--- src/rtl/alu_result_drain_if.sv ---
// ---------------------------------------------------------------------------
// alu_result_drain_if
// Groups the two handshakes around the ALU result drain:
//   ALU side : in_valid / in_ready / op_code / alu_out (64-bit result)
//   bus side : bus_out / bus_valid / bus_ready / bus_is_hi (32-bit beats)
// Modports:
//   master : the environment (ALU producer plus bus sink)
//   slave  : the drain block itself
// ---------------------------------------------------------------------------
interface alu_result_drain_if #(
    parameter int DATA_W = 32
) ();

    logic                  in_valid;
    logic                  in_ready;
    logic [4:0]            op_code;
    logic [2*DATA_W-1:0]   alu_out;
    logic [DATA_W-1:0]     bus_out;
    logic                  bus_valid;
    logic                  bus_ready;
    logic                  bus_is_hi;

    modport master (
        output in_valid,
        output op_code,
        output alu_out,
        output bus_ready,
        input  in_ready,
        input  bus_out,
        input  bus_valid,
        input  bus_is_hi
    );

    modport slave (
        input  in_valid,
        input  op_code,
        input  alu_out,
        input  bus_ready,
        output in_ready,
        output bus_out,
        output bus_valid,
        output bus_is_hi
    );

endinterface

--- src/rtl/alu_result_drain.sv ---
// ---------------------------------------------------------------------------
// alu_result_drain
// Consumer end of the ALU output. Captures the 2*DATA_W ALU result into the
// Z register pair (z_hi / z_lo) and drains it onto the DATA_W-wide bus as
// one beat (LO only) or, for multiply/divide, two beats (LO then HI) under a
// valid/ready handshake.
//
// Ports:
//   clock        rising-edge clock
//   clear        synchronous active-high reset, highest priority
//   io           slave side of alu_result_drain_if (ALU and bus handshakes)
//   z_lo, z_hi   captured Z register pair
//   lo_we, hi_we one-cycle pulses following a write of ZLO / ZHI
//   result_count number of fully drained results (wraps)
// ---------------------------------------------------------------------------
module alu_result_drain #(
    parameter int DATA_W = 32,
    parameter int CNT_W  = 16
) (
    input  logic                  clock,
    input  logic                  clear,
    alu_result_drain_if.slave     io,
    output logic [DATA_W-1:0]     z_lo,
    output logic [DATA_W-1:0]     z_hi,
    output logic                  lo_we,
    output logic                  hi_we,
    output logic [CNT_W-1:0]      result_count
);

    typedef enum logic [1:0] {
        ST_IDLE = 2'd0,
        ST_LO   = 2'd1,
        ST_HI   = 2'd2
    } state_t;

    localparam logic [4:0] OP_MUL = 5'b01110;
    localparam logic [4:0] OP_DIV = 5'b01111;

    // Multiply and divide are the only ops with a meaningful HI word on the bus.
    function automatic logic is_wide_op(input logic [4:0] op);
        return (op == OP_MUL) || (op == OP_DIV);
    endfunction

    state_t              state_r;
    state_t              state_s;
    logic                wide_r;
    logic                wide_s;
    logic [DATA_W-1:0]   z_lo_r;
    logic [DATA_W-1:0]   z_hi_r;
    logic                capture_s;
    logic [DATA_W-1:0]   bus_out_r;
    logic [DATA_W-1:0]   bus_out_s;
    logic                bus_valid_r;
    logic                bus_valid_s;
    logic                bus_is_hi_r;
    logic                bus_is_hi_s;
    logic                lo_we_r;
    logic                lo_we_s;
    logic                hi_we_r;
    logic                hi_we_s;
    logic [CNT_W-1:0]    count_r;
    logic [CNT_W-1:0]    count_s;

    // State register; clear returns to IDLE ahead of any transition.
    always_ff @(posedge clock) begin
        if (clear) begin
            state_r <= ST_IDLE;
        end else begin
            state_r <= state_s;
        end
    end

    // Next-state and next-output decode. Outputs are computed one cycle ahead
    // so that every bus-side output comes straight from a flop.
    always_comb begin
        state_s     = state_r;
        wide_s      = wide_r;
        capture_s   = 1'b0;
        bus_out_s   = bus_out_r;
        bus_valid_s = bus_valid_r;
        bus_is_hi_s = bus_is_hi_r;
        lo_we_s     = 1'b0;
        hi_we_s     = 1'b0;
        count_s     = count_r;

        case (state_r)
            ST_IDLE: begin
                if (io.in_valid) begin
                    // The first beat is always the LO word, taken directly
                    // from the ALU so it is valid the cycle after capture.
                    capture_s   = 1'b1;
                    wide_s      = is_wide_op(io.op_code);
                    state_s     = ST_LO;
                    bus_out_s   = io.alu_out[DATA_W-1:0];
                    bus_valid_s = 1'b1;
                    bus_is_hi_s = 1'b0;
                    lo_we_s     = 1'b1;
                    hi_we_s     = is_wide_op(io.op_code);
                end else begin
                    bus_valid_s = 1'b0;
                    bus_is_hi_s = 1'b0;
                end
            end

            ST_LO: begin
                if (io.bus_ready) begin
                    if (wide_r) begin
                        state_s     = ST_HI;
                        bus_out_s   = z_hi_r;
                        bus_valid_s = 1'b1;
                        bus_is_hi_s = 1'b1;
                    end else begin
                        state_s     = ST_IDLE;
                        bus_valid_s = 1'b0;
                        bus_is_hi_s = 1'b0;
                        count_s     = count_r + CNT_W'(1);
                    end
                end else begin
                    // Backpressure: hold the LO beat unchanged.
                    state_s = ST_LO;
                end
            end

            ST_HI: begin
                if (io.bus_ready) begin
                    state_s     = ST_IDLE;
                    bus_valid_s = 1'b0;
                    bus_is_hi_s = 1'b0;
                    count_s     = count_r + CNT_W'(1);
                end else begin
                    // Backpressure: hold the HI beat unchanged.
                    state_s = ST_HI;
                end
            end

            default: begin
                // Unreachable encoding: recover to IDLE with the bus quiet.
                state_s     = ST_IDLE;
                bus_valid_s = 1'b0;
                bus_is_hi_s = 1'b0;
            end
        endcase
    end

    // Z register pair and output flops; clear discards any result in flight.
    always_ff @(posedge clock) begin
        if (clear) begin
            wide_r      <= 1'b0;
            z_lo_r      <= {DATA_W{1'b0}};
            z_hi_r      <= {DATA_W{1'b0}};
            bus_out_r   <= {DATA_W{1'b0}};
            bus_valid_r <= 1'b0;
            bus_is_hi_r <= 1'b0;
            lo_we_r     <= 1'b0;
            hi_we_r     <= 1'b0;
            count_r     <= {CNT_W{1'b0}};
        end else begin
            if (capture_s) begin
                // ZHI is captured for every op, even when it never reaches the bus.
                z_lo_r <= io.alu_out[DATA_W-1:0];
                z_hi_r <= io.alu_out[2*DATA_W-1:DATA_W];
            end else begin
                z_lo_r <= z_lo_r;
                z_hi_r <= z_hi_r;
            end
            wide_r      <= wide_s;
            bus_out_r   <= bus_out_s;
            bus_valid_r <= bus_valid_s;
            bus_is_hi_r <= bus_is_hi_s;
            lo_we_r     <= lo_we_s;
            hi_we_r     <= hi_we_s;
            count_r     <= count_s;
        end
    end

    assign io.in_ready    = (state_r == ST_IDLE);
    assign io.bus_out     = bus_out_r;
    assign io.bus_valid   = bus_valid_r;
    assign io.bus_is_hi   = bus_is_hi_r;
    assign z_lo           = z_lo_r;
    assign z_hi           = z_hi_r;
    assign lo_we          = lo_we_r;
    assign hi_we          = hi_we_r;
    assign result_count   = count_r;

endmodule

--- src/flat_wrapper.sv ---
// flat-port wrapper written by rule: the top's interface ports become plain ports
module alu_result_drain_flat 
#(
    parameter int DATA_W = 32,
    parameter int CNT_W  = 16
)
  (clock, clear, z_lo, z_hi, lo_we, hi_we, result_count, io_in_valid, io_op_code, io_alu_out, io_bus_ready, io_in_ready, io_bus_out, io_bus_valid, io_bus_is_hi);
  alu_result_drain_if #(.DATA_W(DATA_W)) io_i ();
  input  logic clock;
  input  logic clear;
  output logic [DATA_W-1:0] z_lo;
  output logic [DATA_W-1:0] z_hi;
  output logic lo_we;
  output logic hi_we;
  output logic [CNT_W-1:0] result_count;
  input wire logic [$bits(io_i.in_valid)-1:0] io_in_valid;
  input wire logic [$bits(io_i.op_code)-1:0] io_op_code;
  input wire logic [$bits(io_i.alu_out)-1:0] io_alu_out;
  input wire logic [$bits(io_i.bus_ready)-1:0] io_bus_ready;
  output wire logic [$bits(io_i.in_ready)-1:0] io_in_ready;
  output wire logic [$bits(io_i.bus_out)-1:0] io_bus_out;
  output wire logic [$bits(io_i.bus_valid)-1:0] io_bus_valid;
  output wire logic [$bits(io_i.bus_is_hi)-1:0] io_bus_is_hi;
  assign io_i.in_valid = io_in_valid;
  assign io_i.op_code = io_op_code;
  assign io_i.alu_out = io_alu_out;
  assign io_i.bus_ready = io_bus_ready;
  assign io_in_ready = io_i.in_ready;
  assign io_bus_out = io_i.bus_out;
  assign io_bus_valid = io_i.bus_valid;
  assign io_bus_is_hi = io_i.bus_is_hi;
  alu_result_drain #(.DATA_W(DATA_W), .CNT_W(CNT_W)) u_core (.clock(clock), .clear(clear), .io(io_i), .z_lo(z_lo), .z_hi(z_hi), .lo_we(lo_we), .hi_we(hi_we), .result_count(result_count));
endmodule
--- config.mk ---
export PLATFORM = sky130hd
export DESIGN_NAME = alu_result_drain_flat
export DESIGN_NICKNAME = d
export VERILOG_FILES = /design/src/rtl/alu_result_drain_if.sv /design/src/rtl/alu_result_drain.sv /design/src/flat_wrapper.sv
export SDC_FILE = /design/constraint.sdc
export NUM_CORES = 1
export LEC_CHECK = 0
export BUFFER_PORTS_ARGS = -buffer_cell sky130_fd_sc_hd__clkbuf_2
export CAP_MARGIN = 20
export CORE_MARGIN = 2
export CORE_UTILIZATION = 43
export DETAILED_ROUTE_END_ITERATION = 6
export GPL_ROUTABILITY_DRIVEN = 0
export PLACE_DENSITY = 0.75
export SYNTH_ARGS = -nofsm -noshare
export SYNTH_HDL_FRONTEND = slang
export SYNTH_SLANG_ARGS = --single-unit
--- constraint.sdc ---
create_clock -name clock -period 1.5 [get_ports clock]
set_clock_uncertainty 0.05 [all_clocks]
set_input_delay 0.075 -clock clock [delete_from_list [all_inputs] [get_ports clock]]
set_output_delay 0.075 -clock clock [all_outputs]
set_load 0.01 [all_outputs]
# After elaboration in Yosys (flattened, before gate mapping)
# Index checks and enable logic that the tools add are counted.
[word_totals] out_inout_bits=117 reg_bits=119 wordCells=51
[classes] addsub=1 n_reduce_logical=9 eq_ne=9 mux=20 bitwise_logic=2
[op_table] operator="32-bit two-way mux" count=3
[op_table] operator="32-bit case mux with 2 select lines" count=1
[op_table] operator="16-bit two-way mux" count=3
[op_table] operator="16-bit case mux with 2 select lines" count=1
[op_table] operator="16-bit by 1-bit adder with 16-bit output, second input constant" count=1
[op_table] operator="5-bit by 4-bit equality test with 1-bit output, second input constant" count=2
[op_table] operator="2-bit two-way mux" count=4
[op_table] operator="2-bit != test, second input constant" count=4
[op_table] operator="4-bit AND reduction" count=2
[op_table] operator="2-bit case mux with 3 select lines" count=1
[op_table] operator="1-bit two-way mux" count=5
[op_table] operator="2-bit AND reduction" count=2
[op_table] operator="2-bit nonzero test" count=2
[op_table] operator="1-bit case mux with 3 select lines" count=1
[op_table] operator="3-bit OR reduction" count=1
[op_table] operator="2-bit by 1-bit equality test with 1-bit output, second input constant" count=1
[op_table] operator="2-bit equality test, second input constant" count=1
[op_table] operator="2-bit logical NOT" count=1
[op_table] operator="2-bit by 1-bit != test with 1-bit output, second input constant" count=1
[op_table] operator="1-bit inverter" count=2
[op_table] operator="1-bit case mux with 2 select lines" count=1
[op_table] operator="1-bit logical OR" count=1

# Depth between registers and ports, before layout
[depth] ltp_word=4 depth_mapped=6 depth_no_buf=5

# Worst setup path after synthesis
# OpenSTA, ideal clock, no wires.
[synth_timing] path_kind="register -> register" from="register u_core.count_r[8], in the netlist u_core.result_count[8]" to="register u_core.count_r[15], in the netlist u_core.result_count[15]" arrival_time_ns=1.414 stages_incl_launch_ff=5 slack_ns=-0.084 path_cell_list="dfxtp_1 and3_1 nand4_1 nor4_1 mux2_2"
[synth_via] elab_chain_cells=4 word_cells_on_any_way=5 cone_classes="add/sub (1); mux (4)"
[synth_rtl] item="start: declaration" line_no="alu_result_drain.sv:61" rtl="logic [CNT_W-1:0] count_r;"
[synth_rtl] item="start signal: assignment" line_no="alu_result_drain.sv:156" rtl="count_r <= {CNT_W{1'b0}};"
[synth_rtl] item="start signal: assignment" line_no="alu_result_drain.sv:172" rtl="count_r <= count_s;"
[synth_rtl] item="16-bit by 1-bit adder with 16-bit output *" line_no="alu_result_drain.sv:116, alu_result_drain.sv:129"
[synth_rtl] item="16-bit two-way mux" line_no="alu_result_drain.sv:107" rtl="if (wide_r) begin"
[synth_rtl] item="16-bit two-way mux" line_no="alu_result_drain.sv:106" rtl="if (io.bus_ready) begin"
[synth_rtl] item="16-bit case mux with 2 select lines *" line_no="alu_result_drain.sv:86" rtl="case (state_r)"
# Mark *: on every way between the ends. The rest lies on a longest branch, timed or not. The select of a mux whose other input is x is not followed.
# A chain may end at the register's enable or synchronous reset.

# Worst setup path after layout
[layout_timing] from="register u_core.state_r[1]" to="register u_core.count_r[13], in the netlist u_core.result_count[13]"
[layout_via] elab_chain_cells=3 word_cells_on_any_way=8 cone_classes="eq/ne (5); mux (1); reduce/logical (2)"
[layout_rtl] item="start: declaration" line_no="alu_result_drain.sv:44" rtl="state_t state_r;"
[layout_rtl] item="start signal: assignment" line_no="alu_result_drain.sv:69" rtl="state_r <= state_s;"
[layout_rtl] item="2-bit by 1-bit equality test with 1-bit output / 2-bit equality test (equally long branches)" line_no="alu_result_drain.sv:86"
[layout_rtl] item="2-bit != test (no line) / 2-bit nonzero test (equally long branches)"
[layout_rtl] item="4-bit AND reduction (no line)"
# Several ways; a longest one is shown, not always the timed one.

==> flow_metrics.tcl <==
set metrics [dict create \
    dp.cells 861 \
    pwr-share-seq_pct 40.9 \
    yosysMostFrequentCell "nand2_1" \
    portBuffers 188 \
    drt-wirelength-per-cell_um 17.0 \
    grt_pass1_wl_um 24400 \
    vias_per_cell 5.37 \
    relSlewSlack_pct 59.4 \
    synth_edf_count 0 \
    final_layout_size_suffix_gt1_share_pct 37.8 \
    grt_max_degree 61 \
    setup_tns_ns -0.269 \
    syn_area_per_cell_um2 8.54 \
    cp.arrival_ns 1.93 \
    drt-pass1-iter-count 5 \
    required_ns 1.89 \
    cap_viol_max_count 0 \
    yosysWarnings 0 \
    p_leak_nw 3.37 \
    drt-total-wl_um 16600 \
    p_per_area_nw_per_um2 1110 \
    vias 5240 \
    ys_seq_area_share_pct 51.4 \
    syn_area_um2 4630 \
    clkSinkCount 119 \
    setup_viol 14 \
    synth_cells 542 \
    start_kind "flop" \
    top_level_ports 190 \
    ir_drop_uv 782 \
    total_power_mw 8.51 \
    die_h_um 108 \
    hold_start "clear" \
    htree_levels 4 \
    fin_crit_ns 1.54 \
    finalHoldViolations 0 \
    comb_power_share_pct 16.2 \
    layout.nets 903 \
    final_max_slew_viol_count 0 \
    ys_ff_latch 119 \
    synth_area_leader_cell "dfxtp_1" \
    r2r_start "u_core.state_r[1]$_SDFFE_PP0P_" \
    root_buffer "clkbuf_8" \
    critPathLaunch "u_core.state_r[1]$_SDFFE_PP0P_" \
    finalNonFillerCells 976 \
    cts_buffers 17 \
    cp-end-kind "flop" \
    async_reset_ff_share_pct 0 \
    tritoncts "yes" \
    grt_use_total_pct 27.0 \
    p_switching_mw 2.16 \
    p_sw_share_pct 25.4 \
    fmax_ghz 0.649 \
    clkTransAtPathRegs_ns 0.06 \
    violations "setup timing" \
    worstSkewPairLatency_ns 0.51 \
    grt_setup_unrepaired "yes" \
    synth_common_cells "nand2_1 (136), dfxtp_1 (119), a21oi_1 (77)" \
    area_growth_pct 65.0 \
    pre_cts_ws_ns -0.173 \
    drcViolationCount 0 \
    fp.dieArea_um2 11600 \
    coreArea_um2 10400 \
    hp-class "input pin to flop" \
    ant_nets 0 \
    antenna_found_initial 0 \
    initial_utilization_pct 44.7 \
    timing.final.crit_share_pct 103 \
    die_w_um 108 \
    power_frac_clock_pct 42.9 \
    cts_buffer_depth 2 \
    num_rows 37 \
    status "finished with violations" \
    worst_slew_pin_slew_ns 0.610 \
    power.internal_mw 6.35 \
    setup_ws_ns -0.0407 \
    synth_cell_types 34 \
    syn_nets 616 \
    drtIter0Drc 323 \
    synth_top_area_share_pct 51.4 \
    synthFlopType "dfxtp_1" \
    grt_pass1_vias 5198 \
    crit_path_max_fanout 8 \
    path_class "flop to flop" \
    synth.top_cells.by_area "dfxtp_1 (51%), nand2_1 (11%), a21oi_1 (8.3%)" \
    grt_overflow_total 0 \
    hpwl_um 9270 \
    finalHoldWorstSlack_ns 0.0251 \
]
[sequential cells by signal, indices dropped and copies added (netlist names)]
signal	cells
u_core.io.bus_out	32
u_core.z_hi	32
u_core.z_lo	32
u_core.result_count	16
u_core.state_r	2
u_core.hi_we	1
u_core.io.bus_is_hi	1
u_core.io.bus_valid	1
u_core.lo_we	1
u_core.wide_r	1
[critical path, stage by stage, from the launching register on]
cell	delay, ns
dfxtp_2	0.34
nor3b_4	0.29
o21ai_2	0.11
buf_6	0.14
or4_4	0.41
a21oi_2	0.13
[cells by family after synthesis]
logic type	share of synthesized area, %
compound gates	16.6
xor+xnor	0.756
fa+ha+maj	0.270
buf+inv	3.97
flops	51.4
mux	7.38
simple gates	19.6
[per-stage QoR]
step	util [%]	instance area (µm²)
after floorplan	-	4650
after global placement	57.4	5950
after detailed placement	57.4	5950
after CTS	70.5	7310
after global routing	73.6	7640
final	73.7	7640
[area by class of cell]
class / count / area (µm²)
Inverter: 3 / 11.3
Sequential cell: 119 / 2390
Fill cell: 727 / 2730
Clock inverter: 4 / 45.0
Tap cell: 136 / 170
Multi-Input combinational cell: 380 / 2280
Clock buffer: 25 / 484
Antenna cell: 1 / 2.50
Timing Repair Buffer: 308 / 2250
[final timing paths]
kind         cells after the start  slack (ns)                                   end
max                              5       -0.04  u_core.result_count[13]$_SDFFE_PP0P_
min reg2reg                      2        0.41          u_core.z_lo[26]$_SDFFE_PP0P_
max reg2reg                      5       -0.04  u_core.result_count[13]$_SDFFE_PP0P_
min                              2        0.03  u_core.result_count[13]$_SDFFE_PP0P_
[cell usage in the layout (no fill, tap or decap), types with 3 or more instances in the layout]
cell type	n
clkbuf_1	4
mux2i_2	9
buf_4	32
a21oi_2	3
a211oi_1	22
nand4_1	3
buf_12	7
dlygate4sd3_1	69
a21oi_1	73
nand2_1	135
o211ai_1	3
a211oi_2	10
clkbuf_2	186
o21ai_0	3
clkinv_2	3
clkbuf_16	20
buf_6	7
mux2i_1	23
dfxtp_1	112
or4_1	3
inv_1	3
dfxtp_2	7
nor2_1	42
nand3_1	5
nor2b_1	3
or4_4	3
xor2_1	4
or3_1	4
clkbuf_8	6
[routing by layer]
layer / track usage (%) / vias up / routed length [µm]
met1: 29.1 / 2516 / 6310
met4: 15.1 / 0 / 658
met2: 47.0 / 230 / 8590
met3: 8.11 / 54 / 1010
li1: - / 2440 / -
met5: 0 / - / 0
[power groups by stage]
stage | combinational, mW | clock [mW] | sequential, mW
after CTS | 1.23 | 3.68 | 3.47
after global routing | 1.47 | 3.85 | 3.50
after floorplan | 0.461 | 0 | 3.61
final | 1.38 | 3.65 | 3.48
after global placement | 1.00 | 0 | 3.52
after detailed placement | 1.02 | 0 | 3.53
[timing repair]
action | in CTS | in global routing
endpoints found under the setup margin | 18 | 86
resized for setup | 12 | 48
hold buffers | 69 | 0
cloned | 2 | 4
pin swaps | 9 | 15
endpoints found under the hold margin | 99 | 0
setup buffers | 4 | 6
(Power assumes the default switching activity.)
